File: src/rtl/pixel_pkg.sv
// Shared types and the luma helper for the pixel edge finder.
package pixel_pkg;

    typedef struct packed {
        logic [7:0] red;
        logic [7:0] green;
        logic [7:0] blue;
    } pixel_t;

    typedef enum logic [1:0] {
        IDLE  = 2'd0,
        RUN   = 2'd1,
        FLUSH = 2'd2
    } state_t;

    // Weighted luma (R + 2G + B) / 4; the 10-bit sum cannot overflow (max 1020).
    function automatic logic [7:0] luma(input pixel_t p);
        logic [9:0] sum;
        sum = {2'b00, p.red} + {1'b0, p.green, 1'b0} + {2'b00, p.blue};
        return sum[9:2];
    endfunction

endpackage

File: src/rtl/median3.sv
// Combinational 3-input median of unsigned 8-bit values.
module median3 (
    input  logic [7:0] i_a,
    input  logic [7:0] i_b,
    input  logic [7:0] i_c,
    output logic [7:0] o_med
);

    logic [7:0] w_lo;
    logic [7:0] w_hi;
    logic [7:0] w_hi_c;

    // median = max(min(a,b), min(max(a,b), c))
    always_comb begin
        w_lo   = (i_a < i_b) ? i_a : i_b;
        w_hi   = (i_a < i_b) ? i_b : i_a;
        w_hi_c = (w_hi < i_c) ? w_hi : i_c;
        o_med  = (w_lo > w_hi_c) ? w_lo : w_hi_c;
    end

endmodule

File: src/rtl/pixel_edge_finder.sv
// Line-based edge finder: luma -> 3-tap median -> gradient magnitude -> threshold.
// Column k is reported one cycle after pixel k+1 is accepted (or after the
// line's last pixel moves the FSM into FLUSH).
module pixel_edge_finder
    import pixel_pkg::*;
#(
    parameter int INDEX_WIDTH = 12
) (
    input  logic                   clock,
    input  logic                   reset_n,
    input  logic                   in_valid,
    output logic                   in_ready,
    input  pixel_t                 in_pixel,
    input  logic                   in_last,
    input  logic [7:0]             threshold,
    output logic                   out_valid,
    input  logic                   out_ready,
    output logic [INDEX_WIDTH-1:0] out_index,
    output logic [7:0]             out_magnitude,
    output logic                   out_edge,
    output logic                   out_last,
    output logic [INDEX_WIDTH-1:0] edge_count
);

    localparam logic [INDEX_WIDTH-1:0] IDX_ONE = 1;

    // |a - b| for unsigned 8-bit operands, via a signed 9-bit difference.
    function automatic logic [7:0] abs_diff(input logic [7:0] a, input logic [7:0] b);
        logic signed [8:0] d;
        logic signed [8:0] n;
        d = $signed({1'b0, a}) - $signed({1'b0, b});
        n = -d;
        return d[8] ? n[7:0] : d[7:0];
    endfunction

    state_t                 r_state;
    state_t                 w_state_nxt;
    logic                   w_slot_free;
    logic                   w_accept;
    logic                   w_emit;

    logic [7:0]             r_luma_prev;
    logic [7:0]             r_luma_cur;
    logic [7:0]             r_med_prev;
    logic                   r_first;
    logic [INDEX_WIDTH-1:0] r_idx;
    logic [7:0]             r_thr;
    logic [INDEX_WIDTH-1:0] r_cnt;

    logic [7:0]             w_luma_p0;
    logic [7:0]             w_right_p0;
    logic [7:0]             w_med_p0;
    logic [7:0]             w_mag_p0;
    logic                   w_edge_p0;

    assign w_slot_free = !out_valid || out_ready;
    assign in_ready    = (r_state != FLUSH) && w_slot_free;
    assign w_accept    = in_valid && in_ready;

    // State register.
    always_ff @(posedge clock or negedge reset_n) begin
        if (!reset_n) r_state <= IDLE;
        else          r_state <= w_state_nxt;
    end

    // Next state and output-load decision.
    always_comb begin
        w_state_nxt = r_state;
        w_emit      = 1'b0;
        case (r_state)
            IDLE: begin
                if (w_accept) w_state_nxt = in_last ? FLUSH : RUN;
            end
            RUN: begin
                if (w_accept) begin
                    w_emit = 1'b1;
                    if (in_last) w_state_nxt = FLUSH;
                end
            end
            FLUSH: begin
                if (w_slot_free) begin
                    w_emit      = 1'b1;
                    w_state_nxt = IDLE;
                end
            end
            default: w_state_nxt = IDLE;
        endcase
    end

    // Stage p0: luma of the incoming pixel, median and gradient for the pending column.
    // In FLUSH the right neighbour is the last pixel itself (line-end replication).
    assign w_luma_p0  = luma(in_pixel);
    assign w_right_p0 = (r_state == FLUSH) ? r_luma_cur : w_luma_p0;

    median3 u_median3 (
        .i_a   (r_luma_prev),
        .i_b   (r_luma_cur),
        .i_c   (w_right_p0),
        .o_med (w_med_p0)
    );

    assign w_mag_p0  = r_first ? 8'd0 : abs_diff(w_med_p0, r_med_prev);
    assign w_edge_p0 = (w_mag_p0 >= r_thr);

    // Luma window and previous median; the first pixel fills both taps (left replication).
    always_ff @(posedge clock) begin
        if (r_state == IDLE && w_accept) begin
            r_luma_prev <= w_luma_p0;
            r_luma_cur  <= w_luma_p0;
        end else if (r_state == RUN && w_accept) begin
            r_luma_prev <= r_luma_cur;
            r_luma_cur  <= w_luma_p0;
            r_med_prev  <= w_med_p0;
        end
    end

    // Per-line control: column counter, first-column flag, latched threshold.
    always_ff @(posedge clock or negedge reset_n) begin
        if (!reset_n) begin
            r_idx   <= '0;
            r_first <= 1'b1;
            r_thr   <= 8'd0;
        end else if (r_state == IDLE && w_accept) begin
            r_idx   <= '0;
            r_first <= 1'b1;
            r_thr   <= threshold;
        end else if (r_state == RUN && w_accept) begin
            r_idx   <= r_idx + IDX_ONE;
            r_first <= 1'b0;
        end
    end

    // Stage p1: output register, held until the downstream transfer.
    always_ff @(posedge clock or negedge reset_n) begin
        if (!reset_n) begin
            out_valid     <= 1'b0;
            out_index     <= '0;
            out_magnitude <= 8'd0;
            out_edge      <= 1'b0;
            out_last      <= 1'b0;
        end else if (w_emit) begin
            out_valid     <= 1'b1;
            out_index     <= r_idx;
            out_magnitude <= w_mag_p0;
            out_edge      <= w_edge_p0;
            out_last      <= (r_state == FLUSH);
        end else if (out_ready) begin
            out_valid     <= 1'b0;
        end
    end

    // Edge tally counted on transfers; published when the end-of-line column leaves.
    always_ff @(posedge clock or negedge reset_n) begin
        if (!reset_n) begin
            r_cnt      <= '0;
            edge_count <= '0;
        end else if (out_valid && out_ready) begin
            if (out_last) begin
                edge_count <= r_cnt + {{(INDEX_WIDTH-1){1'b0}}, out_edge};
                r_cnt      <= '0;
            end else begin
                r_cnt      <= r_cnt + {{(INDEX_WIDTH-1){1'b0}}, out_edge};
            end
        end
    end

endmodule

File: config.mk
export PLATFORM = sky130hd
export DESIGN_NAME = pixel_edge_finder
export DESIGN_NICKNAME = d
export VERILOG_FILES = /design/src/rtl/pixel_pkg.sv /design/src/rtl/median3.sv /design/src/rtl/pixel_edge_finder.sv
export SDC_FILE = /design/constraint.sdc
export NUM_CORES = 1
export LEC_CHECK = 0
export CAP_MARGIN = 20
export CORE_MARGIN = 1.5
export CORE_UTILIZATION = 38
export CTS_BUF_LIST = sky130_fd_sc_hd__clkbuf_8 sky130_fd_sc_hd__clkbuf_16
export DETAILED_ROUTE_END_ITERATION = 12
export PLACE_DENSITY_LB_ADDON = 0.15
export SYNTH_ARGS = -nofsm -noshare
export SYNTH_HDL_FRONTEND = slang
export SYNTH_SLANG_ARGS = --single-unit
File: constraint.sdc
create_clock -name clock -period 25.8 [get_ports clock]
set_clock_uncertainty 0.05 [all_clocks]
set_input_delay 7.74 -clock clock [delete_from_list [all_inputs] [get_ports clock]]
set_output_delay 7.74 -clock clock [all_outputs]
set_load 0.02 [all_outputs]
# After elaboration in Yosys (flattened, before gate mapping)

Index checks and enable logic that the tools add are counted.

Add/subtract/negate cells: 6
Eq/ne operators: 7
Multipliers: 0
Reduce and logical (&&, ||, !) cells: 13
Divide/modulo/power cells: 0
Magnitude comparators: 4
Bitwise operators: 1
Shifts and indexed selects: 0
Multiplexer cells: 27

Operator list:

| cell                                          | number |
|---|---|
| two-way mux 8 bit                             | 11 |
| two-way mux 12 bit                            | 3 |
| less-than comparator 8 bit                    | 2 |
| adder 12 x 1 -> 12 bit                        | 1 |
| adder 12 x 1 -> 12 bit, second input constant | 1 |
| adder 10 x 8 -> 10 bit                        | 1 |
| adder 8 x 9 -> 10 bit                         | 1 |
| two-way mux 2 bit                             | 5 |
| != test 2 bit, second input constant          | 5 |
| subtractor 8 x 8 -> 9 bit                     | 1 |
| greater-or-equal comparator 8 bit             | 1 |
| greater-than comparator 8 bit                 | 1 |
| negator 8 bit                                 | 1 |
| two-way mux 1 bit                             | 6 |
| one-hot mux 2 bit (3 select lines)            | 1 |
| logical AND 1 bit                             | 5 |
| AND reduction 2 bit                           | 2 |
| AND reduction 4 bit                           | 1 |
| nonzero test 2 bit                            | 2 |
| == test 2 x 1 -> 1 bit, second input constant | 1 |
| == test 2 bit, second input constant          | 1 |
| logical NOT 2 bit                             | 1 |
| one-hot mux 1 bit (2 select lines)            | 1 |
| logical NOT 1 bit                             | 1 |
| other kinds (2)                               | 2 |

Word-level logic and storage cells: 72
Input bits: 37
Memories kept: 0
Latch bits: 0
Register bits: 94
Bits in read-only memories: 0
RAM bits: 0

# Longest topological paths before layout

Depth after elaboration: 12
Depth in mapped cells: 49
Mapped depth without buffers: 48

# Modules after synthesis

Synthesis repeated with hierarchy kept, for this count alone.

Cell total of the unflattened synthesis: 672
Area total of the unflattened synthesis: 6304.8 um2

By module, submodules not included:

| module            | cells each | times used | area an instance (um2) |
|---|---|---|---|
| pixel_edge_finder | 508        | 1          | 5158.7 |
| median3           | 164        | 1          | 1146.1 |

# Worst setup path after synthesis

Ideal clock, no wire load.

Path kind: in2reg
Start point: input in_pixel[2] (netlist name)
End point: register out_edge
Path buffers: 1
Library setup time: 0.126 ns
Arrival time: 16.085 ns
Path slack: 9.539 ns
Cell stages on the path: 46
Path through: inv_1 -> fa_1 -> inv_1 -> fa_1 -> a21oi_1 -> nor2b_1 -> nor2_1 -> xnor2_1 -> mux2i_1 -> ha_1 -> a21oi_1 -> a21bo_2 -> or4_1 -> nand3_1 -> o2111ai_2 -> a21o_1 -> buf_6 -> a21oi_1 -> [... 10 more ...] -> ha_1 -> a21o_1 -> a21oi_1 -> o21bai_1 -> a21oi_1 -> o21bai_1 -> a21oi_1 -> mux2i_1 -> nor2_1 -> ha_1 -> a21o_1 -> a21o_1 -> a21o_1 -> a21o_1 -> a21oi_1 -> nor2b_1 -> o21ai_0 -> a21oi_1

Elaborated cells on any way between the ends: 11
Those cells by class: add/sub (3); order compare (3); mux (5)

RTL lines:

| item                                | line                     | text |
|---|---|---|
| start, declared                     | pixel_edge_finder.sv:13  | `input pixel_t in_pixel,` |
| adder 10 x 8 -> 10 bit *            | pixel_pkg.sv:19          | `sum = {2'b00, p.red} + {1'b0, p.green, 1'b0} + {2'b00, p.blue};` |
| via w_luma_p0[3]                    | pixel_edge_finder.sv:50  | `logic [7:0] w_luma_p0;` |
| two-way mux 8 bit *                 | pixel_edge_finder.sv:93  | `assign w_right_p0 = (r_state == FLUSH) ? r_luma_cur : w_luma_p0;` |
| less-than comparator 8 bit          | median3.sv:17            | `w_hi_c = (w_hi < i_c) ? w_hi : i_c;` |
| two-way mux 8 bit *                 | median3.sv:17            |  |
| greater-than comparator 8 bit       | median3.sv:18            | `o_med = (w_lo > w_hi_c) ? w_lo : w_hi_c;` |
| two-way mux 8 bit *                 | median3.sv:18            |  |
| via u_median3.o_med[2]              | median3.sv:6             | `output logic [7:0] o_med` |
| subtractor 8 x 8 -> 9 bit *         | pixel_edge_finder.sv:31  | `d = $signed({1'b0, a}) - $signed({1'b0, b});` |
| two-way mux 8 bit *                 | pixel_edge_finder.sv:33  | `return d[8] ? n[7:0] : d[7:0];` |
| two-way mux 8 bit *                 | pixel_edge_finder.sv:102 | `assign w_mag_p0 = r_first ? 8'd0 : abs_diff(w_med_p0, r_med_prev);` |
| via w_mag_p0[1]                     | pixel_edge_finder.sv:53  | `logic [7:0] w_mag_p0;` |
| greater-or-equal comparator 8 bit * | pixel_edge_finder.sv:103 | `assign w_edge_p0 = (w_mag_p0 >= r_thr);` |
| end signal, assigned                | pixel_edge_finder.sv:145 | `out_edge <= w_edge_p0;` |
| end, declared                       | pixel_edge_finder.sv:20  | `output logic out_edge,` |

The timed path passes the listed nets; every way through them passes the cells marked *.
A chain may end at the register's enable or synchronous reset.

# Worst setup path after layout

Same ends and word-level chain as after synthesis.

==> impl_metrics.csv <==
group,metric,value,unit
run_status,outcome,"finished, final reports clean",
sta,tns,0,ps
min_path,hold_end,"out_index[8]",
worst_setup_path,crit_top_cell,"a21oi_1",
sta,setup_violations,0,
worst_setup_path,path_max_fanout,11,
placed_design,dp.cells,969,
sta,period_share,0.676,
floorplanning,core,16000,um2
clock_network,htree_levels,3,
cells_and_area,layout-drive-gt1-share,0.0506,
synth,synth_top_cells_by_count,"nand2_1 (125), o21ai_0 (78), dfrtp_1 (69), inv_1 (52), ha_1 (49)",
worst_setup_path,cp_slowest_cell,"o31ai_1",
worst_setup_path,critPathCaptureType,"register",
clock_network,clkSlewWorstSetupHoldPaths,70,ps
min_path,hold_depth,2,
synth,ys_async_sr_fraction,0.745,
job,cap_violations,0,
clock_network,cts_buffer_depth,2,
floorplanning,io-pin-count,73,
route,drt-wirelength-per-cell,14.2,um
route,drt_iter0_drc,268,
cells_and_area,fin_cells,986,
sta,rsz0062_at_grt,"false",
placed_design,routabilityCongestion,0.826,
sta,max_slew.worst_pin.slew,917,ps
synth,synth.avg_cell_area,8.98,um2
sta,slew_violations,0,
synth,synthesis.nets,795,
sta,hold_violations,0,
clock_network,hold_buffers,0,
clock_network,cts_tree,"done",
sta,relSlewSlack,0.387,
global_route,grt_use_total,0.165,
cells_and_area,syn2layout_area_growth,18.9,%
route,ant_nets,0,
clock_network,cts_resized,0,
sta,fin_crit,17440,ps
synth,synth.top_cell.area_share,0.275,
route,drcViolationCount,0,
global_route,grt_pass1_vias,4883,
clock_network,numCtsBuffers,9,
clock_network,cts_root_buffer,"clkbuf_16",
worst_setup_path,cp.arrival,17610,ps
cells_and_area,utilization,0.467,
clock_network,clk-insertion-delay-late,350,ps
synth,ys_ff_latch,94,
synth,yosysMostFrequentCell,"nand2_1",
worst_setup_path,path_class,"in -> reg",
clock_network,clkSinkCount,94,
synth,synth_area,6290,um2
floorplanning,dieArea,17300,um2
floorplanning,start_util,0.393,
clock_network,post-cts-setup-buffer-count,0,
synth,synth_cells,700,
route,via_count,5100,
placed_design,hpwl,10700,um
min_path,min_from,"out_index[8]",
cells_and_area,final_area,7480,um2
floorplanning,die_h,132,um
worst_setup_path,r2r_start,"r_luma_cur[6]",
floorplanning,die_w,132,um
worst_setup_path,required,25980,ps
synth,synth-warning-count,0,
sta,fmax,57.4,MHz
cells_and_area,diodes,0,
worst_setup_path,start_kind,"input port",
global_route,overflow,0,
min_path,hold_class,"reg -> reg",
route,wirelength,14000,um
floorplanning,rows,46,
route,drt-pass1-iter-count,5,
worst_setup_path,r2r_end,"out_edge",
synth,synth_area_leaders,"dfrtp_1 (27%), edfxtp_1 (11%), ha_1 (9.8%)",
global_route,grt_pass1_wl,23500,um
route,viasPerCell,5.17,
synth,yosysTopAreaCell,"dfrtp_1",
synth,ys_seq_area_frac,0.394,
synth,ys_types,65,
global_route,antenna_found_initial,0,
placed_design,numPortBuffers,72,
worst_setup_path,r2r_slack,15620,ps
placed_design,place_area,7190,um2
worst_setup_path,slowest_delay,570,ps
worst_setup_path,worst_r2r_path_depth,45,
synth,synthFlopType,"dfrtp_1",
synth,synth_edf_count,24,
global_route,grt_start_max_net_pins,71,
cells_and_area,nNetsFinal,860,
per-stage QoR:
step,hold WS (ps),setup slack (ps)
after floorplan,402,9540
after global placement,412,8370
after detailed placement,418,7940
after CTS,435,8270
after global routing,454,7540
final,427,8360
registers in the layout (all words and copies together) (netlist names), 2 cells and up:
signal	cells
edge_count	12
r_med_prev	8
r_state	2
r_thr	8
out_magnitude	8
r_cnt	12
out_index	12
r_luma_cur	8
r_luma_prev	8
r_idx	12
worst max-delay path: cells and delay by family:
| kind | cells | cell delay [ps] |
|---|---|---|
| adder cells (fa/ha/maj) | 6 | 2250 |
| multiplexers | 2 | 490 |
| buffers and inverters | 4 | 850 |
| XOR/XNOR | 1 | 190 |
| AO/OA/AOI/OAI | 26 | 5070 |
| AND/OR/NAND/NOR | 8 | 1030 |
logic make-up (layout without fill, tap and decap cells):
logic type / Yosys count / after routing / synth area share
simple gates: 249 / 249 / 0.179
fa+ha+maj: 58 / 58 / 0.126
buf+inv: 74 / 144 / 0.0480
compound gates: 169 / 169 / 0.168
mux: 19 / 19 / 0.0312
xor+xnor: 37 / 37 / 0.0537
flops: 94 / 94 / 0.394
layout make-up:
class	instances	area, um2
fill	1591	8520
multi-input combinational	532	3510
sequential	94	2470
timing repair buffer	76	743
tap	216	270
clock buffer	9	225
inverter	52	195
clock inverter	7	57.6
placed cells by master, fill, tap and decap left out, drive strengths merged, types with 4 or more instances in the layout:
cell             n
ha              49
and3            18
o31ai            4
xor2            15
nand3           10
xnor2           21
a21oi           26
buf              4
nor3             8
fa               9
nand2          125
inv             57
nor2            49
mux2             5
o311ai           4
dfrtp           69
a311oi           4
nand2b          11
mux2i           14
nand4            8
o21a             7
nor2b            9
clkdlybuf4s50   71
a21o            18
clkbuf          10
a31oi            5
o21ai           78
edfxtp          24
worst max-delay path by stage:
| stage | start | to | slack [ps] | depth (start not counted) |
|---|---|---|---|---|
| after CTS | in_pixel[2] | out_edge | 8270 | 47 |
| after floorplan | in_pixel[2] | out_edge | 9540 | 46 |
| after detailed placement | in_pixel[2] | out_edge | 7940 | 47 |
| final | in_pixel[2] | out_edge | 8360 | 47 |
| after global routing | in_pixel[2] | out_edge | 7540 | 48 |
| after global placement | in_pixel[2] | out_edge | 8370 | 46 |
layer usage:
metal | wire, um | global-route usage | vias up | share of wire
li1 | - | - | 2556 | -
met1 | 6710 | 0.220 | 2405 | 0.48
met2 | 6600 | 0.276 | 119 | 0.47
met3 | 496 | 0.0278 | 20 | 0.035
met4 | 227 | 0.0500 | 0 | 0.016
met5 | 0 | 0 | - | 0
Power is not shown: default switching activity piles up to over one toggle a cycle in this logic, so the estimate is an artifact.
==> patch 1, RTL diff (config.mk and constraints unchanged) <==
Make the reset (`reset_n`) synchronous in 4 clocked blocks.
--- a/src/rtl/pixel_edge_finder.sv
+++ b/src/rtl/pixel_edge_finder.sv
@@ -60,3 +60,3 @@
     // State register.
-    always_ff @(posedge clock or negedge reset_n) begin
+    always_ff @(posedge clock) begin
         if (!reset_n) r_state <= IDLE;
@@ -117,3 +117,3 @@
     // Per-line control: column counter, first-column flag, latched threshold.
-    always_ff @(posedge clock or negedge reset_n) begin
+    always_ff @(posedge clock) begin
         if (!reset_n) begin
@@ -133,3 +133,3 @@
     // Stage p1: output register, held until the downstream transfer.
-    always_ff @(posedge clock or negedge reset_n) begin
+    always_ff @(posedge clock) begin
         if (!reset_n) begin
@@ -152,3 +152,3 @@
     // Edge tally counted on transfers; published when the end-of-line column leaves.
-    always_ff @(posedge clock or negedge reset_n) begin
+    always_ff @(posedge clock) begin
         if (!reset_n) begin
Formal check against the unedited RTL: differs if reset_n is asserted again (counterexample within 4 cycles, from zero or initial values and one cycle with reset_n low); with reset_n held inactive, the same outputs for 4 cycles.
==> patch 1 against the unedited design <==
  * Routed wire length up 4.8%
  * Area after synthesis hardly changed
  * Critical path depth rose by 4
  * Final area is essentially flat
  * Worst setup slack worse by 0.091 ns
  * Sequential cell count unchanged
  * Critical path type unchanged
  * Critical endpoint is now out_edge$_SDFFE_PN0P_
Power is left out: the tool's default activity adds up to more than one toggle a clock period on the data nets, which glitch-free logic cannot reach.
==> patch 1: results (changes against the unedited design) <==
- Gpl congestion: 0.851 (+3.1%)
- Via count: 5305 (+4.0%)
- GR Util met1: 21.2% (-0.80 points)
- Clock-cell share: 4.09% (+0.30 points)
- Asr flop ratio synth: 0% (-74 points)
- Nets@finish: 889 (+3.4%)
- Hold/Removal Path Class: flip-flop to flip-flop
- Layout cells sized above 1: 3.75% (-1.3 points)
- Fraction of area in multi-input gates: 51.1% (+4.2 points)
- Worst Path Arrival: 17.72 ns (+0.11 ns)
- Nonclk inv count: 56 (+7.7%)
- Per-cell routed wire length: 14.5 um (+1.8%)
- NonClk Buf Share: 9.94% (about the same)
- Unique masters post-synth: 64 (-1.5%)
- Max incr delay on CP: 0.54 ns (-0.03 ns)
- Global-route wire length before repair: 24.4 mm (+3.8%)
- Sequential cell area share: 28.4% (-4.7 points)
- Rel. slew slack: 38.1% (-0.59 points)
- Worst-path maximum fanout: 13 (+2)
- Dpl hpwl: 11.1 mm (+3.2%)
- Synth top cells by count: nand2_1, dfxtp_1, inv_1
- Status: finished, final reports clean
- Non-clk bufs: 75 (-1.3%)
- Total Routing Usage GR: 17.1% (+0.52 points)
- Multi-input comb cells: 558 (+4.9%)
- R2R Setup Slk: 15.82 ns (+0.20 ns)
- Grt met2 use: 30.8% (+3.2 points)
- Post-Syn Nets: 838 (+5.4%)
- Synth top area cells: dfxtp_1, edfxtp_1, ha_1, nand2_1, o21ai_0
- Slowest-stage cell, CP: fa_1
-- patch 1: cell types whose count changed after synthesis, moves of 8 or more --
cell,change
dfxtp_1,+70
dfrtp_1,-69
nand2_1,-28
o21ai_0,-26
a21boi_0,+23
a21oi_1,+19
clkbuf_1,+18
and2_1,+9
nand3_1,+8
nor2b_1,+8
-- patch 1: worst max-delay path: cells and delay by family --
family,cells,cell delay [ns]
compound gates,26,5.02
fa+ha+maj,7,2.46
simple gates,12,1.45
buf+inv,4,0.63
mux,1,0.22
xor+xnor,1,0.22
-- patch 1: final timing paths --
| kind | from | cells after the start | endpoint |
|---|---|---|---|
| worst max-delay path | in_pixel[2] | 51 | out_edge$_SDFFE_PN0P_ |
| worst min register to register | out_index[4]$_SDFFE_PN0P_ | 2 | out_index[4]$_SDFFE_PN0P_ |
| worst max register to register | r_luma_cur[4]$_DFFE_PP_ | 47 | out_edge$_SDFFE_PN0P_ |
| worst min-delay path | out_index[4]$_SDFFE_PN0P_ | 2 | out_index[4]$_SDFFE_PN0P_ |
-- patch 1: per-layer routing --
metal  vias to the layer above  wire length [um]
li1                       2696                 -
met1                      2480              6590
met2                       115              7430
met3                        14               555
met4                         0               128
met5                         -                 0
-- patch 1: per-stage QoR --
step	cell area (um^2)	cells	setup WS, ns
6_report	7470	1015	8.27
3_3_place_gp	7170	999	8.34
2_1_floorplan	6290	743	9.51
4_1_cts	7470	1015	8.34
5_1_grt	7470	1015	7.30
3_5_place_dp	7170	999	8.01
-- patch 1: cells by family after synthesis --
logic type	after synthesis	share of synthesized area (%)
buffers and inverters	91	5.45
xor gates and xnor gates	38	5.51
and+or+nand+nor	258	19.8
muxes	21	3.34
DFF	94	33.8
adders and majority gates	58	12.6
AOI/OAI and AO/OA	183	19.5
==> patch 2, RTL diff (same flow settings) <==
Without the edit above. Change the parameter `INDEX_WIDTH` from 12 to 11.
--- a/src/rtl/pixel_edge_finder.sv
+++ b/src/rtl/pixel_edge_finder.sv
@@ -6,3 +6,3 @@
 #(
-    parameter int INDEX_WIDTH = 12
+    parameter int INDEX_WIDTH = 11
 ) (
Interface: changed (resized edge_count and out_index); port bits go from 73 to 71. The function was not compared with the original's and may differ.
==> patch 2 against the unedited design <==
  * Final area is 4.5% lower
  * Sequential cell count decreased by 4
  * Area after synthesis is 5.4% lower
  * Final cell count shrank 5.4%
  * Worst setup slack better by 0.48 ns
  * Sequential share of layout area is 0.15 points higher
  * Routed wire length decreased by 6.8%
  * Utilization rose by 0.074 points
Power is left out: the tool's default activity adds up to more than one toggle a clock period on the data nets, which glitch-free logic cannot reach.
==> patch 2: results (changes against the unedited design) <==
- Status: finished, final reports clean
- Post-Synth XOR/XNOR Area: 5.01% (-0.37 points)
- Pre-CTS setup slack: 8.52 ns (+0.583 ns)
- HP Start: out_index[4]$_DFFE_PN0P_
- Number of global-route vias before repair: 4828 (-1.1%)
- Synth top cells by count: nand2_1, o21ai_0, dfrtp_1
- Wl on met1: 5.98 mm (-11%)
- Finished Layout Cells: 933 (-5.4%)
- Area fraction in compound gates after synthesis: 17.5% (+0.72 points)
- Hold path endpoint: out_index[4]$_DFFE_PN0P_
- Grt met2 use: 29.3% (+1.7 points)
- Rel. slew slack: 31.1% (-7.6 points)
- Global-route wire length before repair: 22.4 mm (-5.0%)
- Fillers: 1495 (-6.0%)
- Asr flop ratio synth: 73.3% (-1.1 points)
- Total Wirelength: 13.1 mm (-6.8%)
- Post-Place Cells: 917 (-5.4%)
- TritonRoute pass-1 iters: 7 (+2)
- Initial drt markers: 274 (+2.2%)
- Post-Syn Nets: 751 (-5.5%)
- Adder-cell share of the synthesized area: 13.3% (+0.71 points)
- Syn_area_per_cell: 9.07 um^2 (+0.99%)
- Largest net degree at the start of global routing: 67 (-5.6%)
- Layout cells sized above 1: 5.68% (+0.61 points)
- Gpl congestion: 0.842 (+2.0%)
- Met3 WL: 531 um (+7.1%)
- Total Routing Usage GR: 17.1% (+0.52 points)
- GR Util met1: 20.8% (-1.2 points)
- R2R Setup Slk: 17.03 ns (+1.41 ns)
- Dpl hpwl: 10.0 mm (-6.8%)
- Via density: 5.10 (-1.4%)
- GRT met3 Usage: 2.75% (-0.023 points)
- FF-to-FF Start: r_luma_cur[4]$_DFFE_PP_
- Unique masters post-synth: 62 (-4.6%)
- Port Buf Inserts: 70 (-2.8%)
- Post-synthesis mux area share: 2.78% (-0.35 points)
==> patch 2: area by class of cell <==
type	instances	area, um^2	area share (%)
Clock inverter	5	52.6	0.736
Inverter	46	173	2.42
Clock buffer	10	250	3.50
Multi-Input combinational cell	497	3300	46.2
Tap cell	211	264	3.70
Timing Repair Buffer	74	726	10.2
Sequential cell	90	2370	33.2
==> patch 2: how the worst max path moves through the flow <==
stage / slack (ns) / start / depth (start not counted) / endpoint
final: 8.84 / out_ready / 4 / in_ready
after global routing: 8.41 / in_pixel[1] / 49 / out_edge$_DFFE_PN0P_
after CTS: 8.84 / in_pixel[1] / 43 / out_edge$_DFFE_PN0P_
after floorplan: 9.94 / out_ready / 2 / in_ready
after detailed placement: 8.52 / in_pixel[1] / 43 / out_edge$_DFFE_PN0P_
after global placement: 8.85 / in_pixel[1] / 44 / out_edge$_DFFE_PN0P_
==> patch 2: critical path, cell delays in order <==
cell             delay, ns
clkdlybuf4s50_1       0.52
nor2b_1               0.11
nor2_1                0.16
clkdlybuf4s50_1       0.64
